File: config.mk
export PLATFORM = sky130hd
export DESIGN_NAME = matrix_mul
export DESIGN_NICKNAME = d
export VERILOG_FILES = /design/src/rtl/matrix_mul.sv
export SDC_FILE = /design/constraint.sdc
export NUM_CORES = 1
export LEC_CHECK = 0
export ABC_AREA = 0
export CORE_MARGIN = 10
export CORE_UTILIZATION = 35
export DETAILED_ROUTE_END_ITERATION = 6
export DONT_BUFFER_PORTS = 1
export GPL_ROUTABILITY_DRIVEN = 0
export PLACE_DENSITY = 0.61
export SLEW_MARGIN = 25
export SYNTH_ARGS = -nofsm -noshare
export SYNTH_HDL_FRONTEND = slang
export SYNTH_SLANG_ARGS = --single-unit
File: constraint.sdc
create_clock -name clk -period 10.25 [get_ports clk]
set_input_delay 1.5375 -clock clk [delete_from_list [all_inputs] [get_ports clk]]
set_output_delay 1.5375 -clock clk [all_outputs]
set_load 0.1 [all_outputs]
File: src/rtl/matrix_mul.sv
// Sequential 3x3 unsigned matrix multiplier, C = A x B, 8-bit operands, 16-bit (mod 2^16) results.
// Latency: start sampled at edge 0, one element per edge on edges 1..9, done pulses after edge 9.
// No backpressure: start is only taken when idle (or on the done cycle), otherwise dropped, never queued.
module matrix_mul (
    input  logic         clk,
    input  logic         reset,
    input  logic         start,
    input  logic [71:0]  matrix_a,
    input  logic [71:0]  matrix_b,
    output logic [143:0] result,
    output logic         done
);

    typedef enum logic [1:0] {
        IDLE = 2'd0,
        CALC = 2'd1,
        DONE = 2'd2
    } state_t;

    state_t         state_q, state_d;

    // latched operands and element counter
    logic [71:0]    a_q;
    logic [71:0]    b_q;
    logic [3:0]     k_q;

    // elements 0..7 are parked here; element 8 goes straight into result
    logic [15:0]    elem_q [0:7];

    logic [143:0]   result_q, result_d;
    logic           done_q;

    // control decoded from state
    logic           latch_op;
    logic           calc_en;
    logic           last_elem;
    logic           finish;

    // datapath intermediates
    logic [7:0]     a_el [0:8];
    logic [7:0]     b_el [0:8];
    logic [3:0]     row_base;
    logic [3:0]     col;
    logic [15:0]    prod;
    logic [15:0]    elem_new;

    // state register
    always_ff @(posedge clk or negedge reset) begin
        if (!reset) begin
            state_q <= IDLE;
        end else begin
            state_q <= state_d;
        end
    end

    // next-state logic; the DONE cycle doubles as an idle cycle so a held start
    // re-issues every 10 cycles
    always_comb begin
        state_d = state_q;
        case (state_q)
            IDLE: begin
                if (start) begin
                    state_d = CALC;
                end
            end
            CALC: begin
                if (k_q == 4'd8) begin
                    state_d = DONE;
                end
            end
            DONE: begin
                state_d = start ? CALC : IDLE;
            end
            default: begin
                state_d = IDLE;
            end
        endcase
    end

    // control outputs decoded from the current state
    always_comb begin
        latch_op  = 1'b0;
        calc_en   = 1'b0;
        last_elem = 1'b0;
        case (state_q)
            IDLE:    latch_op = start;
            CALC: begin
                calc_en   = 1'b1;
                last_elem = (k_q == 4'd8);
            end
            DONE:    latch_op = start;
            default: latch_op = 1'b0;
        endcase
        finish = calc_en & last_elem;
    end

    // one dot product per cycle: row of A selected by k, column of B selected by k
    always_comb begin
        for (int i = 0; i < 9; i++) begin
            a_el[i] = a_q[8*(8-i) +: 8];
            b_el[i] = b_q[8*(8-i) +: 8];
        end
        if (k_q >= 4'd6) begin
            row_base = 4'd6;
        end else if (k_q >= 4'd3) begin
            row_base = 4'd3;
        end else begin
            row_base = 4'd0;
        end
        col      = k_q - row_base;
        prod     = '0;
        elem_new = '0;
        // carries above bit 15 are dropped: the element is the sum modulo 2^16
        for (int j = 0; j < 3; j++) begin
            prod     = {8'd0, a_el[row_base + 4'(j)]} * {8'd0, b_el[4'(3*j) + col]};
            elem_new = elem_new + prod;
        end
    end

    // result is replaced in a single step when the last element is ready
    always_comb begin
        result_d = result_q;
        if (finish) begin
            for (int i = 0; i < 8; i++) begin
                result_d[16*(8-i) +: 16] = elem_q[i];
            end
            result_d[15:0] = elem_new;
        end
    end

    // operand capture, element buffer, result and done registers
    always_ff @(posedge clk or negedge reset) begin
        if (!reset) begin
            a_q      <= '0;
            b_q      <= '0;
            k_q      <= '0;
            result_q <= '0;
            done_q   <= 1'b0;
            for (int i = 0; i < 8; i++) begin
                elem_q[i] <= '0;
            end
        end else begin
            if (latch_op) begin
                a_q <= matrix_a;
                b_q <= matrix_b;
                k_q <= '0;
            end else if (calc_en) begin
                if (!last_elem) begin
                    elem_q[k_q[2:0]] <= elem_new;
                end
                k_q <= k_q + 4'd1;
            end
            result_q <= result_d;
            done_q   <= finish;
        end
    end

    assign result = result_q;
    assign done   = done_q;

endmodule

[Word level (Yosys, flattened, before mapping)]
Cells that the tools add are included.
Storage, ports and cells
  register bits: 423
  bits in latches: 0
  RAM bits: 0
  memory bits (read-only): 0
  input bits: 147
  output and inout port bits: 145
  logic and storage cells: 88
  memories kept: 0
Cells by class
  $add $sub $neg: 8
  $mul: 3
  divide/modulo/power cells: 0
  $lt $le $gt $ge: 10
  equal/unequal tests: 5
  shift operators: 0
  multiplexer cells: 32
  bitwise gates (word level): 10
  reductions and logical operators: 6
Operators by type and width (count)
  8-bit binary-select mux with 4-bit select: 6
  128-bit bitwise mux: 1
  8-bit two-way mux: 12
  16-bit demux with 3-bit select: 1
  8-bit by 8-bit multiplier with 16-bit output: 3
  16-bit adder: 2
  5-bit >= comparator, second input constant: 6
  4-bit inverter with 5-bit output: 6
  16-bit two-way mux: 1
  4-bit by 1-bit adder with 4-bit output, second input constant: 2
  4-bit two-way mux: 2
  2-bit two-way mux: 3
  2-bit one-hot mux with 3 select lines: 1
  2-bit by 4-bit adder with 4-bit output, first input constant: 1
  3-bit by 4-bit adder with 4-bit output, first input constant: 1
  4-bit by 2-bit adder with 4-bit output, second input constant: 1
  4-bit equality test, second input constant: 1
  4-bit by 2-bit >= comparator with 1-bit output, second input constant: 1
  4-bit by 3-bit >= comparator with 1-bit output, second input constant: 1
  4-bit >= comparator, second input constant: 1
  4-bit by 1-bit less-than comparator with 1-bit output, second input constant: 1
  1-bit two-way mux: 4
  2-bit inequality test, second input constant: 2
  3-bit inverter with 4-bit output: 1
  other kinds (12): 13

[Depth between registers and ports, before layout]
  word-level depth: 13
  gate-level depth with buffers: 42
  mapped depth without buffers: 38

[Worst setup path after synthesis]
Ideal clock, no wire load.
  path kind: flip-flop to flip-flop
  start: register k_q[0]
  end: register result_q[14], in the netlist result[14]
  library setup time: 69 ps
  data arrival time: 10029 ps
  required time: 10181 ps
  path slack: 152 ps
  stages on the path, launching flop included: 38
  clock period less this slack: 10098 ps
  path through: dfrtp_1 > clkbuf_1 > inv_1 > ha_1 > o21ai_0 > nand2b_1 > inv_2 > nand2_1 > clkbuf_1 > inv_1 > ha_1 > inv_1 > fa_1 > inv_2 > buf_1 > ha_1 > clkbuf_1 > buf_1 > [... 2 more ...] > mux2_4 > or2_1 > fa_1 > fa_1 > inv_1 > fa_1 > fa_1 > fa_1 > fa_1 > inv_1 > fa_1 > inv_1 > ha_1 > a21o_1 > a311oi_1 > a211oi_1 > a211oi_1 > mux2_2
On the way
  word-level cells in the longest chain between the ends: 12
  elaborated cells on any way between the ends: 41
Ends and longest elaborated chain
  start: declaration: line 25  | logic [3:0] k_q;
  start signal: assignment: line 151  | k_q <= k_q + 4'd1;
  4-bit by 2-bit >= comparator with 1-bit output: line 105  | end else if (k_q >= 4'd3) begin
  2-bit two-way mux: line 105
  3-bit two-way mux: line 103  | if (k_q >= 4'd6) begin
  4-bit subtractor: line 110  | col = k_q - row_base;
  2-bit by 4-bit adder with 4-bit output: line 115  | prod = {8'd0, a_el[row_base + 4'(j)]} * {8'd0, b_el[4'(3*j) + col]};
  4-bit inverter with 5-bit output (implied by the code): line 115
  8-bit binary-select mux with 4-bit select: line 115
  8-bit two-way mux (implied by the code) (2 in series): line 115
  8-bit by 8-bit multiplier with 16-bit output: line 115
  16-bit adder (2 in series): line 116  | elem_new = elem_new + prod;
  end signal: assignment: line 153  | result_q <= result_d;
  end: declaration: line 30  | logic [143:0] result_q, result_d;
Parallel ways exist; a longest one is shown, timed or not. The select of a mux whose other input is x is not followed.
A chain may end at the register's enable or synchronous reset.

[Worst setup path in the final report]
  start: register k_q[1]
  end: register elem_q[11] (netlist bit)
On the way
  word-level cells in the longest chain between the ends: 13
  elaborated cells on any way between the ends: 49
Ends and longest elaborated chain
  4-bit by 2-bit >= comparator with 1-bit output: line 105
  2-bit two-way mux: line 105
  3-bit two-way mux: line 103
  4-bit subtractor: line 110
  2-bit by 4-bit adder with 4-bit output: line 115
  4-bit inverter with 5-bit output (implied by the code): line 115
  8-bit binary-select mux with 4-bit select: line 115
  8-bit two-way mux (implied by the code) (2 in series): line 115
  8-bit by 8-bit multiplier with 16-bit output: line 115
  16-bit adder (2 in series): line 116
  128-bit bitwise mux: line 149  | elem_q[k_q[2:0]] <= elem_new;
  end signal: indexed assignment: line 149
  end: declaration: line 28  | logic [15:0] elem_q [0:7];
Parallel ways exist; a longest one is shown, timed or not. The select of a mux whose other input is x is not followed.

==> metrics <==
GR Util met3 3.81%; r2r worst-path depth 34; fraction of layout cells with a size suffix above 1 between 10% and 20%; clock latency on the worst-skew pair between 0.6 and 0.7 ns; CP arrival 9.96 ns; Worst Path Required 10.72 ns; Resize count post-CTS 0; TritonCTS clock tree done; ys flop type dfrtp_1; CP peak stage delay between 0.6 and 0.7 ns; 1st-pass router iterations 5; Post-synth EDFFs 0; most frequent CP cell fa_1; Residual DRC 0; vias in the first global route 17,400; HP Start elem_q[44]; DRT iter0 DRCs around 1,300; CP Launch Type flop; mean routed wirelength per cell between 15 and 20 um; aggregate routed wire length a little under 70,000 um; slew margin rel. 31.7%; commonest cells in the netlist nand2_1 (950), dfrtp_1 (423), inv_1 (247); setup TNS after final layout 0 ns; Die H 286 um; Worst R2R Setup Slack 0.77 ns; Synth top area share approximately 43%; GRT met2 Usage between 20% and 30%; Area growth, synth to finish 11.2%; IO Pins 292; crit share post-route approximately 93%; All-Layer GR Usage 16.6%; #FFs+latches synth 423; Die Area 81,700 um2; via count 16,900; Final Max Tran Viols 0; clock skew 0.0410 ns; fmax 0.105 GHz; critical path launch point k_q[1]; Finish-stage setup viols 0; Crit-path slowest cell xnor3_1; vias per inst 4.82; # diodes 0; port bufs 0; initial antenna violation count 1; Area contributors post-synth dfrtp_1 (43%), nand2_1 (14%), fa_1 (13%); register area share after synthesis between 40% and 50%; syn_nets around 3,000; Clock Sinks about 420; GRT met1 Usage 21.8%; async set-reset flop share out of synthesis 100%; CTS Root Cell clkbuf_16; cell with the most instances after synthesis nand2_1; cell count after synthesis 2,543; Crit Path Category flop to flop; Starting Density 35.3%; Final #Nets 2,943; Hold Path Class flop to flop; outcome finished, final reports clean; Synth Area per Inst a little under 10 um2; row count 97; grt peak-use layer met2; unrepaired setup endpoints after global routing no; worst-case clock buffer depth 3; largest net degree at the start of global routing around 420; reg-to-reg endpoint elem_q[11]; FF-to-FF Start k_q[1]; Detailed Place HPWL 51,100 um; final hold vios 0; H-tree levels 2; MaxCap Viol Count 0; setup bufs post-CTS 0; Post-Syn Area 24,700 um2; cell taking the most area after synthesis dfrtp_1; min Tclk post-route 9.48 ns; actual slew at the worst max-slew pin 1.02 ns; Hold Path End result[60]; core box area 70,000 um2; CTS Buf Count 45; Hold Path Depth 2; Critical Path Sink Type flop; distinct cell type count after synthesis 51; hold_buf cts 0; remaining global-route overflow 0; crit path max fanout 9; first-pass GRT wire length 106,000 um; ANT nets after route 0; Clock Pin Slew Worst Setup and Hold Paths around 0.060 ns; Syn. warnings 0; die width 286 um
==> cells by family after synthesis <==
group | share of synthesized area, %
AND/OR/NAND/NOR | 18.2
flip-flops | 42.8
buffers and inverters | 5.45
adder cells (fa/ha/maj) | 18.0
multiplexers | 11.1
AO/OA/AOI/OAI | 3.36
XOR/XNOR | 1.08
==> metrics by stage <==
stage | instance area [um2] | std cells | util [%] | hold WS (ns) | setup slack (ns)
finish | 27500 | 3509 | 39.3 | 0.444 | 0.769
global route | 27500 | 3509 | 39.3 | 0.471 | 0.310
CTS | 27500 | 3508 | 39.2 | 0.446 | 0.734
detailed placement | 25900 | 3428 | 37.0 | 0.444 | 0.770
global placement | 25900 | 3428 | 37.0 | 0.441 | 0.915
floorplan | 24700 | 2543 | - | 0.433 | 0.152
==> worst max-delay path by stage <==
stage / end / slack (ns) / cells after the start
2_1_floorplan: result[14] / 0.15 / 37
3_3_place_gp: result[14] / 0.92 / 30
3_5_place_dp: elem_q[107] / 0.77 / 34
4_1_cts: elem_q[107] / 0.73 / 34
5_1_grt: elem_q[107] / 0.31 / 34
6_report: elem_q[11] / 0.77 / 34
==> final cells by class <==
| type | count | area [um2] |
|---|---|---|
| flip-flops and latches | 423 | 10600 |
| clock inverters | 15 | 272 |
| clock buffers | 65 | 1280 |
| repair buffers | 50 | 395 |
| inverters | 251 | 943 |
| fillers | 6973 | 42500 |
| multi-input cells | 1765 | 12800 |
| well taps | 940 | 1180 |
==> routing by layer <==
layer | part of all wire, % | vias up
li1 | - | 7977
met1 | 43 | 8427
met2 | 48 | 425
met3 | 6.6 | 72
met4 | 1.7 | 0
met5 | 0 | -
==> worst max-delay path, delay by kind of cell (launching register included) <==
kind / cells / cell delay, ns
xor gates and xnor gates: 3 / 1.11
AOI/OAI and AO/OA: 5 / 0.98
adders and majority gates: 12 / 4.83
DFF: 1 / 0.45
buffers and inverters: 8 / 0.78
muxes: 2 / 0.66
and+or+nand+nor: 4 / 0.54
==> sequential cells by signal (all words and copies together), names as in the netlist <==
signal / count
a_el: 72
b_el: 72
done: 1
elem_q: 128
k_q: 4
result: 144
state_q: 2
==> cells in the final DEF (no fill, tap or decap), types with 3 or more instances in the layout <==
cell type  synthesis  layout
dfrtp_1          423     423
nand3_1            7       4
xor2_1             5       5
nor3_1            10       8
a21o_1             4       4
mux4_2            43      43
and2_1            12      12
inv_2              3       3
inv_1            247     247
clkbuf_8           0       8
clkbuf_1          81      12
o21ai_0           77      77
fa_1             159     159
nand2_1          950     950
mux4_1             5       5
o21a_1             9       9
nand2b_1          27      26
o21ai_1            3       3
bufinv_16          0       5
buf_4              0      49
nand3_2            0       3
xnor2_1           14      14
a21oi_1           26      26
o22a_1             5       5
nor2_1            95      95
mux2i_1           55      55
clkinv_2           0       6
or2_2              3       3
mux2_4             7       7
nor2b_1           13      12
a31oi_1            3       3
mux2_2            88      88
o22ai_1            4       4
or2_1             15      15
ha_1             101     100
clkbuf_16          0      45
Power is left out: the tool's default activity adds up to more than one toggle a clock period on the data nets, which glitch-free logic cannot reach.
